===== config.mk =====
export PLATFORM = sky130hd
export DESIGN_NAME = pipelined_mix_datapath
export DESIGN_NICKNAME = d
export VERILOG_FILES = /design/src/rtl/mix_pkg.sv /design/src/rtl/mix_stage_reg.sv /design/src/rtl/pipelined_mix_datapath.sv
export SDC_FILE = /design/constraint.sdc
export NUM_CORES = 1
export LEC_CHECK = 0
export CAP_MARGIN = 10
export CORE_MARGIN = 8
export CORE_UTILIZATION = 30
export CTS_BUF_LIST = sky130_fd_sc_hd__clkbuf_8 sky130_fd_sc_hd__clkbuf_16
export CTS_CLUSTER_SIZE = 8
export DETAILED_ROUTE_END_ITERATION = 10
export GPL_TIMING_DRIVEN = 0
export PLACE_DENSITY = 0.56
export SKIP_LAST_GASP = 1
export SYNTH_ARGS = -nofsm -noshare
export SYNTH_HDL_FRONTEND = slang
export SYNTH_SLANG_ARGS = --single-unit

===== constraint.sdc =====
create_clock -name clk -period 3.8 [get_ports clk]
set_input_delay 0.76 -clock clk [delete_from_list [all_inputs] [get_ports clk]]
set_output_delay 0.76 -clock clk [all_outputs]
set_load 0.03 [all_outputs]

===== src/rtl/mix_pkg.sv =====
// Shared types and stage arithmetic for the pipelined constant-mix datapath.
// Values are computed at 64 bits; callers keep the low OUT_W bits (mod 2^W).
package mix_pkg;

  localparam int MW = 64;

  typedef logic [MW-1:0] mw_t;

  typedef struct packed {
    mw_t  a;
    mw_t  b;
    mw_t  c;
    mw_t  d;
    logic mode;
  } mix_pay_t;

  function automatic mix_pay_t mix_s1(mw_t x);
    mix_pay_t p;
    p      = '0;
    p.a    = (x << 1) + x;
    p.b    = mw_t'(x[1:0]) * mw_t'(x[3:2]);
    return p;
  endfunction

  function automatic mix_pay_t mix_s2(mw_t a, mw_t b, mw_t k);
    mix_pay_t p;
    p   = '0;
    p.a = a;
    p.b = b;
    p.c = (a << 1) - k;
    p.d = b ^ k;
    return p;
  endfunction

  function automatic mw_t mix_s3(mw_t a, mw_t c, mw_t d);
    return (c ^ d) + a;
  endfunction

endpackage


===== src/rtl/mix_stage_reg.sv =====
// Payload + valid pipeline register with enable and async reset.
module mix_stage_reg #(
  parameter int unsigned PW = 8
) (
  input  logic          clk,
  input  logic          rst,
  input  logic          en_i,
  input  logic          valid_i,
  input  logic [PW-1:0] data_i,
  output logic          valid_o,
  output logic [PW-1:0] data_o
);

  logic          valid_q;
  logic [PW-1:0] data_q;

  always_ff @(posedge clk or posedge rst) begin
    if (rst) begin
      valid_q <= 1'b0;
      data_q  <= '0;
    end else if (en_i) begin
      valid_q <= valid_i;
      data_q  <= data_i;
    end
  end

  assign valid_o = valid_q;
  assign data_o  = data_q;

endmodule


===== src/rtl/pipelined_mix_datapath.sv =====
// Three-stage add/shift/xor/multiply mix against constant K with
// valid/ready backpressure, accumulate mode and a handshake counter.
module pipelined_mix_datapath
  import mix_pkg::*;
#(
  parameter int unsigned IN_W  = 6,
  parameter int unsigned OUT_W = 10,
  parameter int          K     = 66,
  parameter int unsigned CNT_W = 16
) (
  input  logic             clk,
  input  logic             rst,
  input  logic             in_valid,
  output logic             in_ready,
  input  logic [IN_W-1:0]  input_data,
  input  logic             in_mode,
  input  logic             acc_clr,
  output logic             out_valid,
  input  logic             out_ready,
  output logic [OUT_W-1:0] output_data,
  output logic [CNT_W-1:0] txn_count
);

  localparam int unsigned W = OUT_W;

  typedef struct packed {
    logic [W-1:0] a;
    logic [W-1:0] b;
    logic         mode;
  } s1_t;

  typedef struct packed {
    logic [W-1:0] a;
    logic [W-1:0] c;
    logic [W-1:0] d;
    logic         mode;
  } s2_t;

  logic         en;
  mix_pay_t     f1;
  mix_pay_t     f2;
  s1_t          s1_d;
  s1_t          s1_q;
  logic         s1_v_q;
  s2_t          s2_d;
  s2_t          s2_q;
  logic         s2_v_q;
  logic [W-1:0] r;
  logic [W-1:0] acc_base;
  logic [W-1:0] acc_sum;
  logic         out_v_d;
  logic         out_v_q;
  logic [W-1:0] out_d;
  logic [W-1:0] out_q;
  logic [W-1:0] acc_d;
  logic [W-1:0] acc_q;
  logic [CNT_W-1:0] cnt_d;
  logic [CNT_W-1:0] cnt_q;
  logic         unused_bits;

  // Single global stall: the whole pipe freezes while the output is held.
  assign en       = !out_v_q || out_ready;
  assign in_ready = en && !rst;

  always_comb begin
    f1        = mix_s1(mw_t'(input_data));
    s1_d.a    = W'(f1.a);
    s1_d.b    = W'(f1.b);
    s1_d.mode = in_mode;
  end

  mix_stage_reg #(.PW($bits(s1_t))) u_s1 (
    .clk     (clk),
    .rst     (rst),
    .en_i    (en),
    .valid_i (in_valid),
    .data_i  (s1_d),
    .valid_o (s1_v_q),
    .data_o  (s1_q)
  );

  always_comb begin
    f2 = mix_s2(mw_t'(s1_q.a), mw_t'(s1_q.b), mw_t'(K));
    s2_d.a    = W'(f2.a);
    s2_d.c    = W'(f2.c);
    s2_d.d    = W'(f2.d);
    s2_d.mode = s1_q.mode;
  end

  mix_stage_reg #(.PW($bits(s2_t))) u_s2 (
    .clk     (clk),
    .rst     (rst),
    .en_i    (en),
    .valid_i (s1_v_q),
    .data_i  (s2_d),
    .valid_o (s2_v_q),
    .data_o  (s2_q)
  );

  assign unused_bits = ^{f1, f2};

  // Clear takes effect before a coinciding accumulate.
  always_comb begin
    r = W'(mix_s3(mw_t'(s2_q.a), mw_t'(s2_q.c), mw_t'(s2_q.d)));
    acc_base = acc_clr ? '0 : acc_q;
    acc_sum  = acc_base + r;
    out_v_d  = out_v_q;
    out_d    = out_q;
    acc_d    = acc_base;
    if (en) begin
      out_v_d = s2_v_q;
      if (s2_v_q) begin
        if (s2_q.mode) begin
          out_d = acc_sum;
          acc_d = acc_sum;
        end else begin
          out_d = r;
        end
      end
    end
    cnt_d = cnt_q + CNT_W'(out_v_q && out_ready);
  end

  always_ff @(posedge clk or posedge rst) begin
    if (rst) begin
      out_v_q <= 1'b0;
      out_q   <= '0;
      acc_q   <= '0;
      cnt_q   <= '0;
    end else begin
      out_v_q <= out_v_d;
      out_q   <= out_d;
      acc_q   <= acc_d;
      cnt_q   <= cnt_d;
    end
  end

  assign out_valid   = out_v_q;
  assign output_data = out_q;
  assign txn_count   = cnt_q;

endmodule


# Yosys cells after proc, flatten, opt, wreduce, memory -nomap -nowiden
# Cells that the tools add are included.
# op_classes
addsub	5
n_mul	1
mux	5
bitwise	2
reduce_logical	6
# ops
cell	count
$mux 10	5
$add 16x1->16	1
$add 10x10->10	1
$add 10x8->10	1
$sub 9x7->10 const B	1
$xor 10x7->10	1
$add 7x6->8	1
$mul 2x2->4	1
$logic_and 1x1->1	2
$logic_not 1->1	2
$not 1->2	1
$reduce_and 2->1	1
$logic_or 1x1->1	1
# totals
regBits	76
inputBits	12
out_inout_bits	28
wordCells	27

# Longest topological paths before layout
# Gate-level depths: netlist of the first run.
# depth
depth_word	6
depth_mapped	15
ltp_nobuf	15

# Cells and area by module
# A second synthesis of the first run with hierarchy kept.
# hier_totals
cells_unflattened	431
area_unflattened_um2	5064.9
# modules_own_cells
mod	n_inst	cells_per_inst	area_each_um2	seq_area_each_um2
pipelined_mix_datapath	1	315	2891.5	925.9
mix_stage_reg (u_s2)	1	69	1348.8	800.8
mix_stage_reg (u_s1)	1	47	824.5	550.5

# Worst setup path before layout of the first run
# Ideal clock, no wire load.
# synth_timing
path_kind	flip-flop to flip-flop
from	register u_s2.data_q[2], in the netlist u_s2.data_o[2]
to	register out_q[9], in the netlist output_data[9]
setup_time_ns	0.123
t_arrival_ns	3.223
required_time_ns	3.677
path_slack_ns	0.454
stages_incl_launch_ff	16
n_path_buf	0
synth_period_minus_slack_ns	3.346
path_cell_list	dfrtp_1 xor2_1 fa_1 a21o_1 a21oi_2 nor2_1 a211oi_2 xnor2_1 ha_1 a21oi_1 o211ai_1 a2111oi_0 a41o_1 o21ai_1 xnor2_1 o21ai_1
# synth_via
elab_chain_len	4
# synth_rtl
element	line	source
start, declared	mix_stage_reg.sv:15	logic [PW-1:0] data_q;
start signal, assigned	mix_stage_reg.sv:23	data_q <= data_i;
$xor 10x7->10 (*)	mix_pkg.sv:36	return (c ^ d) + a;
$add 10x8->10 (*)	mix_pkg.sv:36	
$add 10x10->10	pipelined_mix_datapath.sv:106	acc_sum = acc_base + r;
$mux 10 (*)	pipelined_mix_datapath.sv:113	if (s2_q.mode) begin
end signal, assigned	pipelined_mix_datapath.sv:132	out_q <= out_d;
end, declared	pipelined_mix_datapath.sv:54	logic [W-1:0] out_q;
# Mark *: on every way between the ends. The rest lies on a longest branch, timed or not.
# A chain may end at the register's enable or synchronous reset.

# Worst setup path in the final report of the first run
# Ends and elaborated chain as after synthesis.

==> results of run 1 <==
==> cell usage in the layout (no fill, tap or decap), drive strengths merged, types with 12 or more instances in the layout <==
master	Yosys	routed
xnor2	26	26
nand2	80	80
o21ai	22	22
nor2b	14	14
a21oi	19	19
ha	29	29
xor2	15	15
dfrtp	75	75
clkbuf	10	19
nor2	28	28
clkdlybuf4s50	0	39
inv	11	12
==> layout make-up <==
cell class	instances	area, um^2
fillers	1325	8190
well taps	176	220
multi-input cells	319	2140
clock buffers	9	225
flip-flops and latches	75	1880
inverters	11	43.8
repair buffers	41	425
clock inverters	7	125
plain buffers	13	50.0
==> state kept, by name, summed over array words and instances, names as in the netlist <==
name          flops
u_s1.valid_o      1
u_s2.valid_o      1
u_s2.data_o      23
out_valid         1
acc_q            10
output_data      10
txn_count        16
u_s1.data_o      13
==> report_power, final <==
group          internal, uW  total [uW]  leakage, uW  switching (uW)
sequential             1060        1250     0.000936             186
clock                   647         993     0.000170             345
combinational          1080        2460      0.00126            1380
total                  2780        4690      0.00237            1910
==> metal layers <==
metal | wire (um) | global-route usage, % | part of all wire [%]
met1 | 4180 | 13.6 | 47
met2 | 4270 | 17.3 | 48
met3 | 297 | 2.61 | 3.4
met4 | 81 | 3.09 | 0.92
met5 | 0 | 0 | 0
==> stage by stage <==
stage / worst slack (ns) / instances / area, um^2 / hold slack, ns
2_1_floorplan: 0.454 / 418 / 4100 / 0.417
3_3_place_gp: -0.224 / 633 / 4710 / 0.432
3_5_place_dp: 0.0135 / 634 / 4740 / 0.437
4_1_cts: 0.0777 / 650 / 5090 / 0.446
5_1_grt: 0.00223 / 651 / 5110 / 0.456
6_report: 0.206 / 651 / 5110 / 0.439
==> critical path, cell delays in order, from the launching register on <==
cell and delay [ns]:
sky130_fd_sc_hd__dfrtp_1 0.39, sky130_fd_sc_hd__xor2_1 0.21, sky130_fd_sc_hd__fa_1 0.45, sky130_fd_sc_hd__a21o_1 0.19, sky130_fd_sc_hd__a21oi_2 0.17, sky130_fd_sc_hd__nor2_1 0.08, sky130_fd_sc_hd__a211oi_2 0.26, sky130_fd_sc_hd__xnor2_2 0.17
sky130_fd_sc_hd__ha_1 0.31, sky130_fd_sc_hd__a21oi_2 0.21, sky130_fd_sc_hd__o211ai_1 0.17, sky130_fd_sc_hd__a2111oi_1 0.37, sky130_fd_sc_hd__a41o_1 0.16, sky130_fd_sc_hd__o21ai_1 0.09, sky130_fd_sc_hd__xnor2_1 0.16, sky130_fd_sc_hd__o21ai_1 0.07
==> how the worst max path moves through the flow <==
stage                         startpoint  slack, ns        endpoint
final                     u_s2.data_o[2]       0.21  output_data[9]
after global routing      u_s2.data_o[2]      0.002  output_data[9]
after CTS                 u_s2.data_o[2]       0.08  output_data[9]
after detailed placement  u_s2.data_o[2]       0.01  output_data[9]
after global placement               rst      -0.22   txn_count[10]
after floorplan           u_s2.data_o[2]       0.45  output_data[9]
==> kinds of logic (layout without fill, tap and decap cells) <==
logic type / count (synthesis) / after routing / share of synthesized area (%)
compound gates: 73 / 73 / 11.8
xor+xnor: 41 / 41 / 8.95
fa+ha+maj: 32 / 32 / 10.3
buf+inv: 24 / 81 / 2.23
flops: 75 / 75 / 45.8
mux: 13 / 13 / 3.39
simple gates: 160 / 160 / 17.5
==> timing repair <==
item / in CTS / in global routing
gates resized for setup: 1 / 2
setup endpoints to repair: 1 / 2
pin swaps: 0 / 2
cloned: 0 / 0
buffers inserted: 0 / 1
==> flow_metrics.py, run 1 <==
metrics = {
    "detailed_routing": {
        "routed_wire_length_per_instance_um": 13.6,
        "first_iter_violations": 162,
        "drc": 0,
        "antenna_left": 0,
        "detail_route.vias_per_cell": 4.69,
        "postRouteWirelength_um": 8830,
        "first_pass_iters": 4,
        "via_count": 3050,
    },
    "finish": {
        "synthToLayoutAreaGrowth_pct": 24.7,
        "layout.core_utilization_pct": 38.4,
        "share_of_post_route_cells_with_drive_strength_above_1_pct": 6.95,
        "antennaDiodeCount": 0,
        "final_nets": 514,
    },
    "power_and_ir_drop": {
        "fin_total_pwr_uw": 4690,
        "leakage_uw": 0.00237,
        "peakVddDrop_mv": 0.293,
        "p_per_area_nw_per_um2": 919,
    },
    "logic_synthesis": {
        "postSynthCellCount": 418,
        "asyncSetResetFlopFracSynth_pct": 100,
        "edff_count_synth": 0,
        "synthesis.yosys.warnings": 0,
        "synthesis.nets": 462,
        "seq_area_frac_synth_pct": 45.8,
        "synthMostInstantiatedCell": "sky130_fd_sc_hd__nand2_1",
        "synthesis.area_per_instance_um2": 9.80,
        "synth_area_um2": 4100,
        "ys_dominant_reg_cell": "sky130_fd_sc_hd__dfrtp_1",
        "synth_top_cell_area_share_pct": 45.8,
        "synth.distinct_cells": 48,
        "synth_top_cells_by_count": "80 x sky130_fd_sc_hd__nand2_1, 75 x sky130_fd_sc_hd__dfrtp_1, 29 x sky130_fd_sc_hd__ha_1",
        "post-synth-top-area-cell": "sky130_fd_sc_hd__dfrtp_1",
        "synthTopCellsByArea": "sky130_fd_sc_hd__dfrtp_1 46%, sky130_fd_sc_hd__ha_1 8.9%, sky130_fd_sc_hd__nand2_1 7.3%",
        "ff_latch_count_synth": 75,
    },
    "sta": {
        "setup_tns_ns": 0,
        "timing.final.max_slew_violations": 0,
        "final_period_minus_worst_setup_slack_ns": 3.59,
        "finalHoldViolations": 0,
        "worst_pin_slew_ns": 0.623,
        "fmaxAchievable_mhz": 278,
        "timing.clock.skew_ns": 0.00757,
        "rsz0062_at_grt": "no",
        "fin_crit_sh_pct": 94.6,
        "maxSlewHeadroom_pct": 58.5,
        "final_setup_violation_count": 0,
    },
    "worst_setup_path": {
        "critPathKind": "register to register",
        "critPathMaxFanout": 4,
        "timing.rr.start": "u_s2.data_o[2]",
        "r2r_setup_slack_ns": 0.21,
        "endpoint_kind": "register",
        "timing.critical_path.arrival_ns": 3.80,
        "startpoint_type": "register",
        "worst-r2r-cell-count": 15,
        "regToRegEndpoint": "output_data[9]",
        "required_ns": 4.01,
    },
    "floorplan": {
        "fp-row-count": 42,
        "floorplan.io_pins": 40,
        "die_h_um": 133,
        "die_width_um": 133,
        "start_util_pct": 30.8,
        "core_um2": 13300,
        "floorplan.die_area_um2": 17700,
    },
    "grt": {
        "globalRouteTotalUtil_pct": 10.6,
        "grt_antenna_before_repair": 0,
        "grt_start_max_net_pins": 55,
        "gr_overflow_total": 0,
        "first_global_vias": 3138,
        "grt_pass1_wl_um": 15500,
    },
    "cts": {
        "cts_inserted_buffers": 9,
        "htree_levels": 3,
        "clkSlewWorstSetupHoldPaths_ns": 0.07,
        "clockRootBuffer": "sky130_fd_sc_hd__clkbuf_16",
        "cts_tree": "done",
        "cts_max_path_buffers": 2,
        "cts-hold-fix-buffers": 0,
        "cts_num_sinks": 75,
        "clock_insertion_delay_at_the_later_pin_of_the_skew_report_ns": 0.33,
    },
    "hold_path": {
        "hold_end": "u_s2.data_o[2]",
        "hold_path.class": "register to register",
        "hold_depth": 1,
        "hold_path.startpoint": "u_s1.data_o[2]",
    },
    "placement": {
        "gpl.final_weighted_congestion": 0.796,
        "dp_hpwl_um": 6610,
        "place.port_buffers": 39,
    },
    "run_status": {
        "status": "finished, final reports clean",
    },
    "job": {
        "max_capacitance_violation_count": 0,
    },
}
No activity file was read; power rests on OpenSTA's default activity.
==> run 2, diff against run 1 <==
Settings changed: CELL_PAD_IN_SITES_DETAIL_PLACEMENT set to 1, CELL_PAD_IN_SITES_GLOBAL_PLACEMENT set to 2, CORE_UTILIZATION 30 to 25, PLACE_DENSITY 0.56 to 0.67.
==> flow_metrics.py, run 2 (synthesis results as in run 1) <==
metrics = {
    "finish": {
        "layout_common_cells": "80 x sky130_fd_sc_hd__nand2_1, 75 x sky130_fd_sc_hd__dfrtp_1, 39 x sky130_fd_sc_hd__clkdlybuf4s50_1",
        "antennaDiodeCount": 0,
        "share_of_post_route_cells_with_drive_strength_above_1_pct": 7.37,
        "final_common_cell": "sky130_fd_sc_hd__nand2_1",
        "n_fill_cell": 1871,
        "synthToLayoutAreaGrowth_pct": 26.2,
        "final_instance_count_excl_fillers": 695,
        "layout.core_utilization_pct": 31.7,
        "largest_register_ffs": 23,
        "final_design_area_no_fill_um2": 5170,
        "final_nets": 514,
    },
    "grt": {
        "gr_overflow_total": 0,
        "globalRouteTotalUtil_pct": 10.4,
        "first_global_vias": 3290,
        "grt_start_max_net_pins": 69,
        "grt_antenna_before_repair": 0,
        "grt_pass1_wl_um": 16900,
    },
    "floorplan": {
        "floorplan.die_area_um2": 20700,
        "die_h_um": 144,
        "start_util_pct": 25.2,
        "die_width_um": 144,
        "fp-row-count": 47,
        "floorplan.io_pins": 40,
        "core_um2": 16300,
    },
    "detailed_routing": {
        "via_count": 3032,
        "detail_route.vias_per_cell": 4.36,
        "antenna_left": 0,
        "routed_wire_length_per_instance_um": 14.3,
        "first_pass_iters": 5,
        "first_iter_violations": 106,
        "drc": 0,
        "postRouteWirelength_um": 9910,
    },
    "sta": {
        "fin_crit_sh_pct": 95.3,
        "timing.clock.skew_ns": 0.00629,
        "fmaxAchievable_mhz": 276,
        "finalHoldViolations": 0,
        "maxSlewHeadroom_pct": 54.1,
        "worst_pin_slew_ns": 0.689,
        "final.hold.worst_slack_ns": 0.447,
        "timing.final.max_slew_violations": 0,
        "final_period_minus_worst_setup_slack_ns": 3.62,
        "final_setup_violation_count": 0,
    },
    "worst_setup_path": {
        "critPathMaxFanout": 5,
        "endpoint_kind": "register",
        "startpoint_type": "register",
        "critPathKind": "register to register",
        "required_ns": 3.99,
        "timing.critical_path.arrival_ns": 3.81,
    },
    "power_and_ir_drop": {
        "peakVddDrop_mv": 0.316,
        "share_comb_of_total_power_pct": 52.6,
        "p_sw_share_pct": 41.2,
        "power.share.sequential_pct": 26.2,
        "internal_power_uw": 2790,
        "p_per_area_nw_per_um2": 919,
        "clockPowerShare_pct": 21.1,
        "leakage_uw": 0.00236,
        "p_sw_uw": 1960,
    },
    "cts": {
        "cts_inserted_buffers": 9,
        "htree_levels": 3,
        "cts_tree": "done",
        "clockRootBuffer": "sky130_fd_sc_hd__clkbuf_16",
        "cts_num_sinks": 75,
        "clock_insertion_delay_at_the_later_pin_of_the_skew_report_ns": 0.33,
        "cts_max_path_buffers": 2,
        "cts-hold-fix-buffers": 0,
        "clkSlewWorstSetupHoldPaths_ns": 0.06,
    },
    "placement": {
        "gpl.final_weighted_congestion": 0.794,
        "cell_count_after_placement": 678,
        "place.port_buffers": 39,
        "dpl_cell_area_um2": 4790,
        "dp_hpwl_um": 7530,
    },
    "hold_path": {
        "hold_path.class": "register to register",
    },
    "run_status": {
        "status": "finished, final reports clean",
    },
    "job": {
        "max_capacitance_violation_count": 0,
    },
}
## run 2: timing repair
action,4_1_cts,5_1_grt
gates cloned,0,0
setup buffers,0,1
endpoints found under the hold margin,0,0
setup endpoints to repair,2,2
resized for setup,1,4
pin swaps,0,1
## run 2: power by group through the flow
stage,clock [uW],combinational [uW],sequential [uW]
after floorplan,0,1660,1390
after global placement,0,2400,1260
after detailed placement,0,2470,1270
after CTS,1050,2490,1250
after global routing,1070,2800,1290
final,1000,2500,1250
## run 2: critical path: stages (launching register included)
cell and delay, ns:
sky130_fd_sc_hd__dfrtp_1 0.38, sky130_fd_sc_hd__xor2_1 0.20, sky130_fd_sc_hd__fa_1 0.44, sky130_fd_sc_hd__a21o_1 0.19
sky130_fd_sc_hd__a21oi_2 0.20, sky130_fd_sc_hd__nor2_1 0.08, sky130_fd_sc_hd__a211oi_2 0.26, sky130_fd_sc_hd__xnor2_2 0.17
sky130_fd_sc_hd__ha_2 0.34, sky130_fd_sc_hd__a21oi_2 0.20, sky130_fd_sc_hd__o211ai_1 0.19, sky130_fd_sc_hd__a2111oi_2 0.33
sky130_fd_sc_hd__a41o_1 0.16, sky130_fd_sc_hd__nor2_1 0.06, sky130_fd_sc_hd__xnor2_1 0.16, sky130_fd_sc_hd__mux2i_1 0.09
## run 2: worst paths after layout
kind                           startpoint        endpoint  slack (ns)  cells past startpoint
max                        u_s2.data_o[2]        acc_q[9]        0.18                     15
min                        u_s1.data_o[2]  u_s2.data_o[2]        0.45                      1
max reg2reg                u_s2.data_o[2]        acc_q[9]        0.18                     15
min reg2reg                u_s1.data_o[2]  u_s2.data_o[2]        0.45                      1
max in group asynchronous             rst    txn_count[4]        2.56                      3
min in group asynchronous             rst  u_s2.data_o[3]        0.70                      2
## run 2: per-layer routing
| metal | GRT usage, % | vias to the layer above | part of all wire, % |
|---|---|---|---|
| met2 | 18.0 | 25 | 50 |
| li1 | - | 1524 | - |
| met1 | 12.4 | 1473 | 46 |
| met3 | 2.05 | 10 | 2.4 |
| met4 | 4.32 | 0 | 2.0 |
| met5 | 0 | - | 0 |
## run 2: final cells by class
| class | count | area (um^2) | share of cell area [%] |
|---|---|---|---|
| plain buffers | 13 | 50.0 | 0.968 |
| clock buffers | 10 | 239 | 4.62 |
| clock inverters | 6 | 111 | 2.15 |
| inverters | 11 | 43.8 | 0.847 |
| multi-input cells | 319 | 2150 | 41.6 |
| flip-flops and latches | 75 | 1880 | 36.3 |
| well taps | 220 | 275 | 5.32 |
| repair buffers | 41 | 425 | 8.23 |
## run 2: metrics by stage
stage	power [uW]	setup slack (ns)	setup TNS (ns)
after floorplan	3050	0.454	0
after global placement	3650	-0.321	-23.56
after detailed placement	3740	-0.0193	-0.0298
after CTS	4790	0.0323	0
after global routing	5160	-0.0195	-0.0367
final	4750	0.179	0
